===== src/rtl/adder_stim_sequencer.sv =====
// Stimulus driver and result checker for the lab4 adder: plays the LoadB/Run
// button sequence, waits for the adder to settle, then checks {CO,Sum} against A+B.
module adder_stim_sequencer #(
   parameter int WIDTH    = 16,
   parameter int LOAD_CYC = 1,
   parameter int RUN_CYC  = 1,
   parameter int WAIT_CYC = 32,
   parameter int ERR_W    = 8
) (
   input  logic             Clk,
   input  logic             Reset,
   input  logic             Start,
   input  logic [WIDTH-1:0] OpA,
   input  logic [WIDTH-1:0] OpB,
   output logic [WIDTH-1:0] SW,
   output logic             LoadB,
   output logic             Run,
   input  logic [WIDTH-1:0] Sum,
   input  logic             CO,
   output logic             Busy,
   output logic             Done,
   output logic             Pass,
   output logic [ERR_W-1:0] ErrCount
);

   localparam int MAX_LR  = (LOAD_CYC > RUN_CYC) ? LOAD_CYC : RUN_CYC;
   localparam int MAX_CYC = (MAX_LR > WAIT_CYC) ? MAX_LR : WAIT_CYC;
   localparam int CNT_W   = (MAX_CYC > 1) ? $clog2(MAX_CYC) : 1;

   localparam logic [CNT_W-1:0] LOAD_LAST = CNT_W'(LOAD_CYC - 1);
   localparam logic [CNT_W-1:0] RUN_LAST  = CNT_W'(RUN_CYC - 1);
   localparam logic [CNT_W-1:0] WAIT_LAST = CNT_W'(WAIT_CYC - 1);
   localparam logic [ERR_W-1:0] ERR_MAX   = '1;

   typedef enum logic [2:0] {
      S_IDLE,
      S_LOAD_B,
      S_SET_A,
      S_RUN,
      S_WAIT,
      S_CHECK
   } state_t;

   state_t           state_q, state_d;
   logic [CNT_W-1:0] cnt_q, cnt_d;
   logic [WIDTH-1:0] a_q, a_d;
   logic [WIDTH-1:0] b_q, b_d;
   logic [WIDTH-1:0] sw_q, sw_d;
   logic             loadb_q, loadb_d;
   logic             run_q, run_d;
   logic             busy_q, busy_d;
   logic             done_q, done_d;
   logic             pass_q, pass_d;
   logic [ERR_W-1:0] err_q, err_d;

   logic [WIDTH:0]   expect_sum;
   logic             match;

   // Full-width sum so the carry is compared against CO as well.
   assign expect_sum = {1'b0, a_q} + {1'b0, b_q};
   assign match      = ({CO, Sum} == expect_sum);

   always_comb begin
      // NOTE: every variable gets a default first so no path can infer a latch.
      state_d = state_q;
      cnt_d   = cnt_q;
      a_d     = a_q;
      b_d     = b_q;
      done_d  = 1'b0;
      pass_d  = pass_q;
      err_d   = err_q;

      case (state_q)
         S_IDLE: begin
            if (Start) begin
               a_d     = OpA;
               b_d     = OpB;
               cnt_d   = '0;
               state_d = S_LOAD_B;
            end
         end
         S_LOAD_B: begin
            if (cnt_q == LOAD_LAST) begin
               cnt_d   = '0;
               state_d = S_SET_A;
            end else begin
               cnt_d = cnt_q + CNT_W'(1);
            end
         end
         S_SET_A: begin
            state_d = S_RUN;
         end
         S_RUN: begin
            if (cnt_q == RUN_LAST) begin
               cnt_d   = '0;
               state_d = S_WAIT;
            end else begin
               cnt_d = cnt_q + CNT_W'(1);
            end
         end
         S_WAIT: begin
            if (cnt_q == WAIT_LAST) begin
               cnt_d   = '0;
               state_d = S_CHECK;
            end else begin
               cnt_d = cnt_q + CNT_W'(1);
            end
         end
         S_CHECK: begin
            state_d = S_IDLE;
            done_d  = 1'b1;
            pass_d  = match;
            if (!match && (err_q != ERR_MAX)) begin
               err_d = err_q + ERR_W'(1);
            end
         end
         default: begin
            state_d = S_IDLE;
            cnt_d   = '0;
         end
      endcase

      // Registered outputs are decoded from the next state so they change on
      // the same edge as the state itself.
      sw_d    = sw_q;
      loadb_d = 1'b1;
      run_d   = 1'b1;
      busy_d  = 1'b1;
      case (state_d)
         S_IDLE:   busy_d = 1'b0;
         S_LOAD_B: begin
            sw_d    = b_d;
            loadb_d = 1'b0;
         end
         S_SET_A,
         S_WAIT,
         S_CHECK:  sw_d = a_d;
         S_RUN: begin
            sw_d  = a_d;
            run_d = 1'b0;
         end
         default:  busy_d = 1'b0;
      endcase
   end

   // NOTE: state uses non-blocking assignments so every flop samples the
   // pre-edge values regardless of statement order.
   always_ff @(posedge Clk or negedge Reset) begin
      if (!Reset) begin
         state_q <= S_IDLE;
         cnt_q   <= '0;
         a_q     <= '0;
         b_q     <= '0;
         sw_q    <= '0;
         loadb_q <= 1'b1;
         run_q   <= 1'b1;
         busy_q  <= 1'b0;
         done_q  <= 1'b0;
         pass_q  <= 1'b0;
         err_q   <= '0;
      end else begin
         state_q <= state_d;
         cnt_q   <= cnt_d;
         a_q     <= a_d;
         b_q     <= b_d;
         sw_q    <= sw_d;
         loadb_q <= loadb_d;
         run_q   <= run_d;
         busy_q  <= busy_d;
         done_q  <= done_d;
         pass_q  <= pass_d;
         err_q   <= err_d;
      end
   end

   assign SW       = sw_q;
   assign LoadB    = loadb_q;
   assign Run      = run_q;
   assign Busy     = busy_q;
   assign Done     = done_q;
   assign Pass     = pass_q;
   assign ErrCount = err_q;

endmodule


===== config.mk =====
export PLATFORM = sky130hd
export DESIGN_NAME = adder_stim_sequencer
export DESIGN_NICKNAME = d
export VERILOG_FILES = /design/src/rtl/adder_stim_sequencer.sv
export SDC_FILE = /design/constraint.sdc
export NUM_CORES = 1
export LEC_CHECK = 0
export BUFFER_PORTS_ARGS = -buffer_cell sky130_fd_sc_hd__buf_4
export CAP_MARGIN = 20
export CORE_ASPECT_RATIO = 0.5
export CORE_UTILIZATION = 57
export CTS_BUF_LIST = sky130_fd_sc_hd__clkbuf_4 sky130_fd_sc_hd__clkbuf_8
export DETAILED_ROUTE_END_ITERATION = 12
export PLACE_DENSITY = 0.79
export SETUP_SLACK_MARGIN = 0.4
export SYNTH_ARGS = -nofsm -noshare
export SYNTH_HDL_FRONTEND = slang
export SYNTH_SLANG_ARGS = --single-unit

===== constraint.sdc =====
create_clock -name Clk -period 3.8 [get_ports Clk]
set_input_delay 0.76 -clock Clk [delete_from_list [all_inputs] [get_ports Clk]]
set_output_delay 0.76 -clock Clk [all_outputs]
set_load 0.05 [all_outputs]

==> flow_metrics.env <==
export IMPL_cts_hold_fix_buffers=0
export IMPL_slew_headroom_pct=42.0
export IMPL_vias=3059
export IMPL_die_w_um=120
export IMPL_setup_viol=0
export IMPL_antenna_cells=0
export IMPL_tightestPinTransition_ps=870
export IMPL_rsz0062_at_grt="true"
export IMPL_syn2layout_area_growth_pct=24.0
export IMPL_yosys_area_top_type_share_pct=42.5
export IMPL_io_buffers=80
export IMPL_syn_num_nets=442
export IMPL_ys_types=53
export IMPL_cp_slowest_stage_delay_ps=540
export IMPL_synth_most_common_cell="dfrtp_1"
export IMPL_synth_area_mm2=0.00395
export IMPL_antenna_found_initial=0
export IMPL_drive_above_1_share_pct=34.1
export IMPL_grt_max_degree=70
export IMPL_yosysWarnings=0
export IMPL_wl_per_cell_um=15.9
export IMPL_grt_overflow=0
export IMPL_routabilityCongestion=0.892
export IMPL_drc=0
export IMPL_path_max_fanout=7
export IMPL_ys_ff_latch=69
export IMPL_cts_root_buf="clkbuf_8"
export IMPL_syn_area_per_cell_um2=10.7
export IMPL_ioPinCount=81
export IMPL_ys_flop_type="dfrtp_1"
export IMPL_drtIter0Drc=186
export IMPL_insertion_delay_ps=350
export IMPL_skew_ps=10.3
export IMPL_dpl_hpwl_um=6300
export IMPL_nets=526
export IMPL_drt_wl_total_um=8700
export IMPL_async_reset_ff_share_pct=100
export IMPL_cts_sinks=69
export IMPL_critPathArrivalTime_ps=3600
export IMPL_status="complete, no violations"
export IMPL_clk_path_buf_depth=2
export IMPL_path_cells="ha_2 -> fa_1 -> xnor2_1 -> o211ai_1 -> or4_4 -> a2111oi_4 -> nand4_1 -> nor4_2 -> and4_4 -> buf_12 -> nor3_2 -> mux2_4"
export IMPL_rows=20
export IMPL_fmax_mhz=298
export IMPL_critPathKind="reg -> reg"
export IMPL_core_mm2=0.00636
export IMPL_postRouteAntennaNets=0
export IMPL_cp_top_family="simple AND/OR/NAND/NOR gates"
export IMPL_numCtsBuffers=9
export IMPL_hold_viol=0
export IMPL_synth_edf_count=0
export IMPL_cts_htree_levels=3
export IMPL_firstDrtPassIters=4
export IMPL_worstSetupStartpointType="flip-flop"
export IMPL_netlist_instances=369
export IMPL_dieArea_mm2=0.00728
export IMPL_setup_total_negative_slack_ps=0
export IMPL_min_path_type="reg -> reg"
export IMPL_maxCapViolCount=0
export IMPL_multi_input_area_mm2=0.00217
export IMPL_cts_tree="built"
export IMPL_grt_pass1_vias=2986
export IMPL_period_needed_ps=3350
export IMPL_yosys_top_cells_area="dfrtp_1 (42%), mux2_2 (9.4%), ha_1 (6.3%)"
export IMPL_synth_largest_area_cell="dfrtp_1"
export IMPL_maxSlewViolCount=0
export IMPL_start_util_pct=62.1
export IMPL_clkSlewWorstSetupHoldPaths_ps=80
export IMPL_critical_path_endpoint_type="flip-flop"
export IMPL_crit_slowest_cell="or4_4"
export IMPL_n_fill_cell=436
export IMPL_grtUsageTotal_pct=26.5
export IMPL_crit_required_ps=4040
export IMPL_seq_area_frac_synth_pct=43.8
export IMPL_grt_pass1_wl_um=14400
export IMPL_final_period_utilization_pct=88.2
export IMPL_synthTopCellsByCount="dfrtp_1 (67), nand2_1 (41), mux2_2 (33)"
export IMPL_viasPerCell=5.60
export IMPL_seqCellArea_mm2=0.00173
export IMPL_cp_buffers_inverters=1
export IMPL_die_y_um=60.8
[state kept, by name, indices dropped and copies added (netlist names)]
signal    count
Run           1
LoadB         1
Done          1
cnt_q         5
ErrCount      8
Busy          1
b_q          16
SW           16
Pass          1
state_q       3
a_q          16
[worst min-delay path, stage by stage (launching register included)]
cell and delay, ps:
dfrtp_1 350, nand2_1 50, nand2_1 60
[cell type report]
class	count	area share (%)
Multi-Input combinational cell	281	44.4
Timing Repair Buffer	85	13.3
Clock inverter	5	1.23
Inverter	7	0.537
Tap cell	88	2.25
Clock buffer	11	2.97
Sequential cell	69	35.4
[layout by cell type, fill, tap and decap left out, types with 3 or more instances in the layout]
cell type	count
inv_1	7
nand2_1	41
o21a_1	20
mux2i_1	18
mux2_2	33
nor3b_1	3
dfrtp_1	67
o21ai_0	16
xor2_1	8
nor2_1	17
a31oi_1	3
nand2b_1	4
buf_4	84
nand3_1	4
ha_1	19
and3_1	3
xnor2_1	22
clkbuf_8	10
o211ai_1	3
a21oi_1	15
nand4_1	6
nor3_1	7
[what timing repair did]
item,CTS,global route
buffers inserted,1,1
resized for setup,4,2
endpoints found under the setup margin,8,7
pin swaps,1,8
[per-stage QoR]
step / util [%] / area [um2] / std cells / hold slack [ps] / worst slack (ps)
after detailed placement: 72.9 / 4630 / 528 / 489 / 218
after floorplan: - / 3950 / 369 / 464 / 584
after global placement: 72.9 / 4630 / 528 / 469 / 315
after global routing: 76.9 / 4890 / 546 / 556 / 338
final: 76.9 / 4890 / 546 / 494 / 448
after CTS: 76.7 / 4880 / 545 / 506 / 410
[cell families after synthesis]
logic type      synth area share, %
buf+inv                        2.09
simple gates                   13.9
xor+xnor                       7.07
mux                            14.7
compound gates                 11.5
fa+ha+maj                      6.85
flops                          43.8
[path summary, 6_finish.rpt]
path / slack, ps / endpoint / cells after the start / from
max: 450 / ErrCount[6] / 12 / b_q[0]
min: 490 / Pass / 2 / Pass
max reg2reg: 450 / ErrCount[6] / 12 / b_q[0]
min reg2reg: 490 / Pass / 2 / Pass
max in group asynchronous: 2710 / b_q[2] / 1 / Reset
min in group asynchronous: 510 / Busy / 1 / Reset
[layer usage]
layer  share of wire, %  track usage, %  vias to the layer above
li1                   -               -                     1478
met4                1.0            8.04                        0
met1                 45            34.0                     1469
met2                 48            44.3                      101
met5                  0               0                        -
met3                6.2            8.36                       11
Power is left out: the tool's default activity adds up to more than one toggle a clock period on the data nets, which glitch-free logic cannot reach.
